**config.mk**
```make
export PLATFORM = sky130hd
export DESIGN_NAME = fpregfile_wb
export DESIGN_NICKNAME = d
export VERILOG_FILES = /design/src/rtl/fpregfile_wb.sv
export SDC_FILE = /design/constraint.sdc
export NUM_CORES = 1
export LEC_CHECK = 0
export CORE_ASPECT_RATIO = 0.7
export CORE_UTILIZATION = 45
export CTS_BUF_LIST = sky130_fd_sc_hd__clkbuf_8 sky130_fd_sc_hd__clkbuf_16
export CTS_CLUSTER_DIAMETER = 120
export CTS_CLUSTER_SIZE = 20
export DETAILED_ROUTE_END_ITERATION = 8
export GPL_TIMING_DRIVEN = 0
export PLACE_DENSITY = 0.77
export SYNTH_ARGS = -nofsm -noshare
export SYNTH_HDL_FRONTEND = slang
export SYNTH_SLANG_ARGS = --single-unit
```
**constraint.sdc**
```tcl
create_clock -name gclk -period 3.3 [get_ports gclk]
set_clock_uncertainty 0.15 [all_clocks]
set_input_delay 0.495 -clock gclk [delete_from_list [all_inputs] [get_ports gclk]]
set_output_delay 0.495 -clock gclk [all_outputs]
set_load 0.02 [all_outputs]
```
**src/rtl/fpregfile_wb.sv**
```systemverilog
// FP write-back/commit stage: merges load and FPU results into one regfile write per cycle.
// Optional check bits are enabled by defining FPREGFILE_PARITY_EN.
package fpregfile_pkg;
    localparam int NFPREGADDRMSB = 4;

    typedef struct packed {
        logic clk;
    } iu_clk_type;

    typedef struct packed {
        logic [NFPREGADDRMSB:0] ph_addr;
        logic [31:0]            ph1_data;
        logic [31:0]            ph2_data;
        logic [6:0]             ph1_parity;
        logic [6:0]             ph2_parity;
        logic                   ph1_we;
        logic                   ph2_we;
    } fpregfile_commit_type;
endpackage

module fpregfile_wb
    import fpregfile_pkg::*;
#(
    parameter int FIFO_DEPTH = 4
) (
    input  iu_clk_type                 gclk,
    input  logic                       rst,
    input  logic                       ld_valid,
    input  logic [NFPREGADDRMSB:0]     ld_addr,
    input  logic                       ld_dbl,
    input  logic [63:0]                ld_data,
    input  logic                       fpu_valid,
    output logic                       fpu_ready,
    input  logic [NFPREGADDRMSB:0]     fpu_addr,
    input  logic                       fpu_dbl,
    input  logic [63:0]                fpu_data,
    input  logic [NFPREGADDRMSB:0]     chk_addr,
    output logic                       chk_hit,
    output fpregfile_commit_type       rfc
);
    localparam int PW = $clog2(FIFO_DEPTH);
    localparam int AW = NFPREGADDRMSB + 1;

    logic clk;
    assign clk = gclk.clk;

    logic [AW-1:0] q_addr [FIFO_DEPTH];
    logic          q_dbl  [FIFO_DEPTH];
    logic [63:0]   q_data [FIFO_DEPTH];

    logic [PW-1:0] wr_ptr, rd_ptr;
    logic [PW:0]   count, count_nxt;
    logic          ready_q;
    logic          push, pop, sel_valid;
    logic [AW-1:0] sel_addr;
    logic          sel_dbl;
    logic [63:0]   sel_data;

    function automatic logic addr_match(input logic [AW-1:0] a, input logic dbl,
                                        input logic [AW-1:0] probe);
        if (dbl) return a[AW-1:1] == probe[AW-1:1];
        return a == probe;
    endfunction

    // Double writes both halves; single data is replicated and the lsb picks the word.
    function automatic fpregfile_commit_type commit_fmt(input logic [AW-1:0] a, input logic dbl,
                                                        input logic [63:0] d);
        fpregfile_commit_type c;
        c = '0;
        c.ph_addr  = a;
        c.ph1_data = d[31:0];
        c.ph2_data = dbl ? d[63:32] : d[31:0];
        c.ph1_we   = dbl | ~a[0];
        c.ph2_we   = dbl | a[0];
`ifdef FPREGFILE_PARITY_EN
        c.ph1_parity = {^c.ph1_data[31:24], ^c.ph1_data[23:16], ^c.ph1_data[15:8], ^c.ph1_data[7:0], 3'b000};
        c.ph2_parity = {^c.ph2_data[31:24], ^c.ph2_data[23:16], ^c.ph2_data[15:8], ^c.ph2_data[7:0], 3'b000};
`endif
        return c;
    endfunction

    assign fpu_ready = ready_q;
    assign push      = fpu_valid & ready_q;
    assign pop       = ~ld_valid & (count != '0);
    assign sel_valid = ld_valid | pop;
    assign sel_addr  = ld_valid ? ld_addr : q_addr[rd_ptr];
    assign sel_dbl   = ld_valid ? ld_dbl  : q_dbl[rd_ptr];
    assign sel_data  = ld_valid ? ld_data : q_data[rd_ptr];

    always_comb begin
        count_nxt = count;
        if (push && !pop)
            count_nxt = count + (PW+1)'(1);
        else if (pop && !push)
            count_nxt = count - (PW+1)'(1);
    end

    always_ff @(posedge clk) begin
        if (rst) begin
            wr_ptr  <= '0;
            rd_ptr  <= '0;
            count   <= '0;
            ready_q <= 1'b0;
            rfc     <= '0;
        end else begin
            if (push) wr_ptr <= wr_ptr + PW'(1);
            if (pop)  rd_ptr <= rd_ptr + PW'(1);
            count   <= count_nxt;
            // Ready depends on registered occupancy only, never on a same-cycle pop.
            ready_q <= (count_nxt != (PW+1)'(FIFO_DEPTH));
            rfc     <= sel_valid ? commit_fmt(sel_addr, sel_dbl, sel_data) : '0;
        end
    end

    always_ff @(posedge clk) begin
        if (push) begin
            q_addr[wr_ptr] <= fpu_addr;
            q_dbl[wr_ptr]  <= fpu_dbl;
            q_data[wr_ptr] <= fpu_data;
        end
    end

    // An entry is live when its distance from the read pointer is below the count.
    always_comb begin
        chk_hit = 1'b0;
        for (int i = 0; i < FIFO_DEPTH; i++) begin
            if (({1'b0, PW'(PW'(i) - rd_ptr)} < count) && addr_match(q_addr[i], q_dbl[i], chk_addr))
                chk_hit = 1'b1;
        end
        if ((rfc.ph1_we | rfc.ph2_we) && addr_match(rfc.ph_addr, rfc.ph1_we & rfc.ph2_we, chk_addr))
            chk_hit = 1'b1;
    end
endmodule

```
* Word-level counts from Yosys, hierarchy flattened
Memory sizes are Yosys's and may differ from the RTL's. A register that Yosys moved wholly into a read port is not among the register bits.
Index checks and enable logic that the tools add are counted.
W data, S select, Z words.
** Operators by class
- Mux-type cells :: 34
- Reductions and logical operators :: 11
- Add/subtract/negate cells :: 8
- Shift-type cells :: 0
- Bitwise gates (word level) :: 10
- Multiply operators :: 0
- Divide/modulo/power cells :: 0
- Equal/unequal tests :: 11
- $lt $le $gt $ge :: 4
** Operators by type and width (number)
- $mux W64 :: 1
- $mux W32 :: 1
- $eq A5 B5 Y1 :: 5
- $mux W1 :: 23
- $eq A4 B4 Y1 :: 5
- $lt A2 B3 Y1 :: 4
- $mux W2 :: 6
- $logic_and A1 B1 Y1 :: 7
- $mux W3 :: 2
- $mux W5 :: 1
- $add A2 B1 Y2 const B :: 2
- $or A1 B1 Y1 :: 4
- $sub A1 B2 Y2 const A :: 2
- $sub A2 B2 Y2 const A :: 2
- $add A3 B1 Y3 const B :: 1
- $and A1 B1 Y1 :: 3
- $ne A3 B3 Y1 const B :: 1
- $not A1 Y1 :: 3
- $reduce_bool A3 Y1 :: 1
- $sub A3 B1 Y3 const B :: 1
- $logic_not A1 Y1 :: 2
- $reduce_or A2 Y1 :: 1
** Word-level totals
- Bits in writable memories :: 280
- Register bits :: 93
- Logic and storage cells :: 92
- Memories kept :: 3
- Bits in read-only memories :: 0
- Latch bits :: 0
** Memories
- q_data :: words 4, bits a word 64, rd ports 1, clocked after memory_dff 1, write ports 1, line 49 : logic [63:0] q_data [FIFO_DEPTH];
- q_addr :: words 4, bits a word 5, rd ports 5, clocked after memory_dff 1, write ports 1, line 47 : logic [AW-1:0] q_addr [FIFO_DEPTH];
- q_dbl :: words 4, bits a word 1, rd ports 5, clocked after memory_dff 1, write ports 1, line 48 : logic q_dbl [FIFO_DEPTH];

* Logic depth before layout (Yosys ltp)
Gate-level depths: netlist of the first run.
- Word-level depth :: 9
- Gate-level depth with buffers :: 9
- Mapped depth without buffers :: 8

* Least setup slack after synthesis of the first run
OpenSTA, ideal clock, no wires.
- Path type :: register to register
- From :: reg ready_q, in the netlist fpu_ready
- To :: mem q_addr[0][0] (netlist name) (enable)
- Slack :: 0.465 ns
- Data arrival time :: 2.249 ns
- Period minus slack after synthesis :: 2.835 ns
- Cell stages (with the launch flop) :: 2
- Cell sequence :: dfxtp_1 -> and3_1
** On the way
- Longest elaborated chain between the ends :: 3
** Ends and longest elaborated chain
- start: declaration :: line 53 : logic ready_q;
- start signal: assignment :: line 110 : ready_q <= (count_nxt != (PW+1)'(FIFO_DEPTH));
- $and A1 B1 Y1 :: line 83 : assign push = fpu_valid & ready_q;
- $mux W1 :: line 116 : if (push) begin
- $mux W1 (not written as such) :: line 117 : q_addr[wr_ptr] <= fpu_addr;
- end: declaration :: line 47
Every way passes these cells.

* Worst setup path in the final report of the first run
- From :: reg count[1]
- To :: out chk_hit
** On the way
- Longest elaborated chain between the ends :: 7
- Elaborated cells on any way between the ends :: 13
- Those cells by class :: order compare: 4; mux: 5; reduce/logical: 4
** Ends and longest elaborated chain
- start: declaration :: line 52 : logic [PW:0] count, count_nxt;
- start signal: assignment :: line 108 : count <= count_nxt;
- $lt A2 B3 Y1 :: line 127 : if (({1'b0, PW'(PW'(i) - rd_ptr)} < count) && addr_match(q_addr[i], q_dbl[i], chk_addr))
- $logic_and A1 B1 Y1 :: line 127
- $mux W1 (3 in a row) :: line 127
- $mux W1 (*) :: line 127
- $mux W1 (*) :: line 130 : if ((rfc.ph1_we | rfc.ph2_we) && addr_match(rfc.ph_addr, rfc.ph1_we & rfc.ph2_we, chk_addr))
- end: declaration :: line 38 : output logic chk_hit,
Every way passes the cells marked *; elsewhere a longest branch is shown, timed or not.

==> results of run 1 <==
==> how the worst min path moves through the flow <==
| stage | startpoint | to | cells after the start |
|---|---|---|---|
| floorplan | wr_ptr[1] | wr_ptr[1] | 2 |
| global placement | wr_ptr[1] | wr_ptr[1] | 2 |
| detailed placement | wr_ptr[1] | wr_ptr[1] | 2 |
| CTS | rst | wr_ptr[0] | 2 |
| global route | rst | wr_ptr[0] | 2 |
| finish | rst | register | 2 |
==> logic make-up after synthesis <==
family / count (synthesis)
flops: 361
other cells: 1
xor+xnor: 32
buf+inv: 110
simple gates: 107
mux: 104
compound gates: 122
fa+ha+maj: 12
==> cell type report <==
class / count / area (sq um) / area share [%]
flip-flops and latches: 361 / 10000 / 57.3
well taps: 412 / 515 / 2.95
clock inverters: 18 / 96.3 / 0.551
plain buffers: 67 / 435 / 2.49
diodes: 2 / 5.00 / 0.0286
clock buffers: 22 / 551 / 3.15
repair buffers: 218 / 2230 / 12.8
inverters: 43 / 161 / 0.922
multi-input cells: 391 / 3470 / 19.8
==> where the power goes <==
| group | switching [mW] | leakage (nW) | internal [mW] |
|---|---|---|---|
| Clock | 1.46 | 0.373 | 1.24 |
| Combinational | 1.80 | 2.46 | 1.57 |
| Sequential | 0.168 | 3.21 | 5.42 |
| Total | 3.43 | 6.05 | 8.23 |
==> placed cells by master (no fill, tap or decap), types with 2 or more instances in the layout <==
cell type,synthesis,final
a21oi_1,44,44
a32oi_1,22,22
a32oi_2,10,10
and3_4,0,4
buf_1,2,2
buf_12,0,2
buf_16,0,2
buf_2,15,15
buf_4,22,22
buf_6,11,11
clkbuf_1,17,17
clkbuf_16,0,22
clkdlybuf4s50_1,0,213
conb_1,1,14
dfxtp_1,81,81
diode_2,0,2
edfxtp_1,280,280
ha_1,11,11
inv_1,42,58
mux2_1,4,4
mux2_2,29,29
mux2i_1,34,34
mux4_2,37,37
nand2_1,80,80
nand2b_1,4,4
nand3_1,4,4
nor2_1,9,9
nor2b_1,2,2
o21ai_0,2,2
o221ai_1,35,35
or4_1,2,2
xnor2_1,21,21
xor2_1,11,11
==> metal layers <==
layer,vias up,share of wire [%]
li1,3728,-
met4,6,2.8
met3,61,10
met1,4078,43
met5,-,0.097
met2,330,44
==> state kept, by name (all words and copies together), names as in the netlist, named ones only <==
name       cells
wr_ptr         2
rd_ptr         2
q_addr        20
rfc           71
count          3
fpu_ready      1
q_data       256
q_dbl          4
==> repair_timing <==
action	in CTS	in global routing
pin swaps	0	1
buffers inserted	0	0
endpoints found under the setup margin	1	1
gates resized for setup	3	1
==> critical path, delay by kind of cell, from the launching register on <==
kind                     cells  cell delay [ns]
AO/OA/AOI/OAI                3             0.33
buffers and inverters        2             0.31
AND/OR/NAND/NOR              2             0.64
flip-flops                   1             0.36
adder cells (fa/ha/maj)      1             0.32
==> stage by stage <==
| step | cell area [sq um] | instances | power [mW] |
|---|---|---|---|
| 6_report | 17500 | 1534 | 11.7 |
| 5_1_grt | 17500 | 1533 | 12.2 |
| 4_1_cts | 17500 | 1532 | 11.8 |
| 3_5_place_dp | 16800 | 1492 | 9.08 |
| 3_3_place_gp | 16700 | 1488 | 9.02 |
| 2_1_floorplan | 14100 | 862 | 7.71 |
==> metrics, run 1 <==
outcome complete, no violations; count leader, synth edfxtp_1; met2 track demand over resource 31.5%; Routed WL 33.0 mm; CP cell instances inv_1 -> ha_1 -> nor2_1 -> a2111oi_1 -> o2111ai_1 -> o31ai_1 -> or4_1 -> clkbuf_2; register area share after synthesis 71.5%; layout cells sized above 1 14.4%; headroom to the max-slew limit 52.5%; Total Routing Usage GR 20.8%; synthesis warning total 0; dpl ws 0.251 ns; worst setup path start count[1]; remaining antenna violation count 0; largest family of logic cells by synthesized area multiplexers; PwrDens 666 nW/um^2; Post-synth top flop edfxtp_1; Final #Nets 1,264; EDFF count, synth 280; Hold Path Class input port to register; CP max stage cell or4_1; Syn Inst Count 849; Post-Synth XOR/XNOR Area 2.00%; CP arrival 2.49 ns; worst r2r path cells 8; worst r2r src count[0]; grt ovf 0; total I/O pin count 236; CTS tree yes; DR vias 8,203; Worst path max stage delay 0.54 ns; multiplexer share of the synthesized area 11.0%; RSZ-0062 raised after global routing no; Max Clk Rate 0.319 GHz; Slew Viols, Final 0; Final Cycle Share 95.0%; worst slew pin tran 0.713 ns; first-pass GRT wire length 49.1 mm; final setup TNS 0 ns; synthesized area 14,000 sq um; Synth top cells by count edfxtp_1, dfxtp_1, nand2_1; fraction of registers with async set or reset after synthesis 0%; top post-synthesis cells by area edfxtp_1, dfxtp_1, mux4_2; Leak 6.05 nW; Final WS setup 0.164 ns; max cap viols 0; Syn Area/Cell 16.5 sq um; WHS 0.193 ns; fin crit period 3.14 ns; required time worst endpoint 2.65 ns; Post-CTS Hold Buffers 0; met1 Usage GRT 29.2%; pin count of the biggest net entering global routing 40; Sinks on Clock Net 361; Unique masters post-synth 41; number of global-route vias before repair 8,414; drc violations 0; Final setup violation count 0; share of the synthesized area in the top cell type 59.9%; reg-to-reg critical path endpoint rfc[27]; critical path launch point type register; synthesized flop and latch total 361; DP HPWL 22.9 mm; Die Wd 213 um; Max FO, Critical Path 7; adder-cell share of the synthesized area 1.05%; DRT iter0 DRCs 652; Max VDD drop 0.464 mV; crit path kind register to output port; Starting Density 46.3%; Bufs on Longest Clock Path 3; clk slew on worst S/H paths 0.09 ns; Port Buffers 214; # H-tree levels 1; Die ar. 31,900 sq um; biggest area consumer among synthesized cells edfxtp_1; layer with the highest usage met2; initial antenna violation count 7; CTS Buf Count 22; DRT Pass-1 Iters 5; Die H 150 um; critical path endpoint chk_hit; Setup crit end kind output port; final hold vios 0; WL/cell 21.5 um; gpl congestion 0.841; post-layout util 57.7%; Area Growth Syn to Fin 24.7%; Root Driver clkbuf_16; GR Util met3 6.13%; Skew-Pair Late Insertion Delay 0.56 ns; core area 30,300 sq um; Fill cells 2,335; Compound-Gate Fraction of Synth Area 6.99%; Placement Rows 53; via/cell ratio 5.35; R2R Setup Slk 0.97 ns; Synth Area in Simple Gates 3.16%
Power figures use the tool's default switching activity.
==> run 2, diff against run 1 <==
--- a/config.mk
+++ b/config.mk
@@ -8,7 +8,7 @@
 export CORE_ASPECT_RATIO = 0.7
 export CORE_UTILIZATION = 45
 export CTS_BUF_LIST = sky130_fd_sc_hd__clkbuf_8 sky130_fd_sc_hd__clkbuf_16
-export CTS_CLUSTER_DIAMETER = 120
+export CTS_CLUSTER_DIAMETER = 200
 export CTS_CLUSTER_SIZE = 20
 export DETAILED_ROUTE_END_ITERATION = 8
 export GPL_TIMING_DRIVEN = 0
==> results of run 2 <==
Same layout as run 1: the final DEF is identical, and so are final timing and power.
==> run 3, diff against run 2 <==
--- a/config.mk
+++ b/config.mk
@@ -13,6 +13,7 @@
 export DETAILED_ROUTE_END_ITERATION = 8
 export GPL_TIMING_DRIVEN = 0
 export PLACE_DENSITY = 0.77
+export SKIP_LAST_GASP = 1
 export SYNTH_ARGS = -nofsm -noshare
 export SYNTH_HDL_FRONTEND = slang
 export SYNTH_SLANG_ARGS = --single-unit
==> results of run 3 <==
Same layout as run 1: the final DEF is identical, and so are final timing and power.
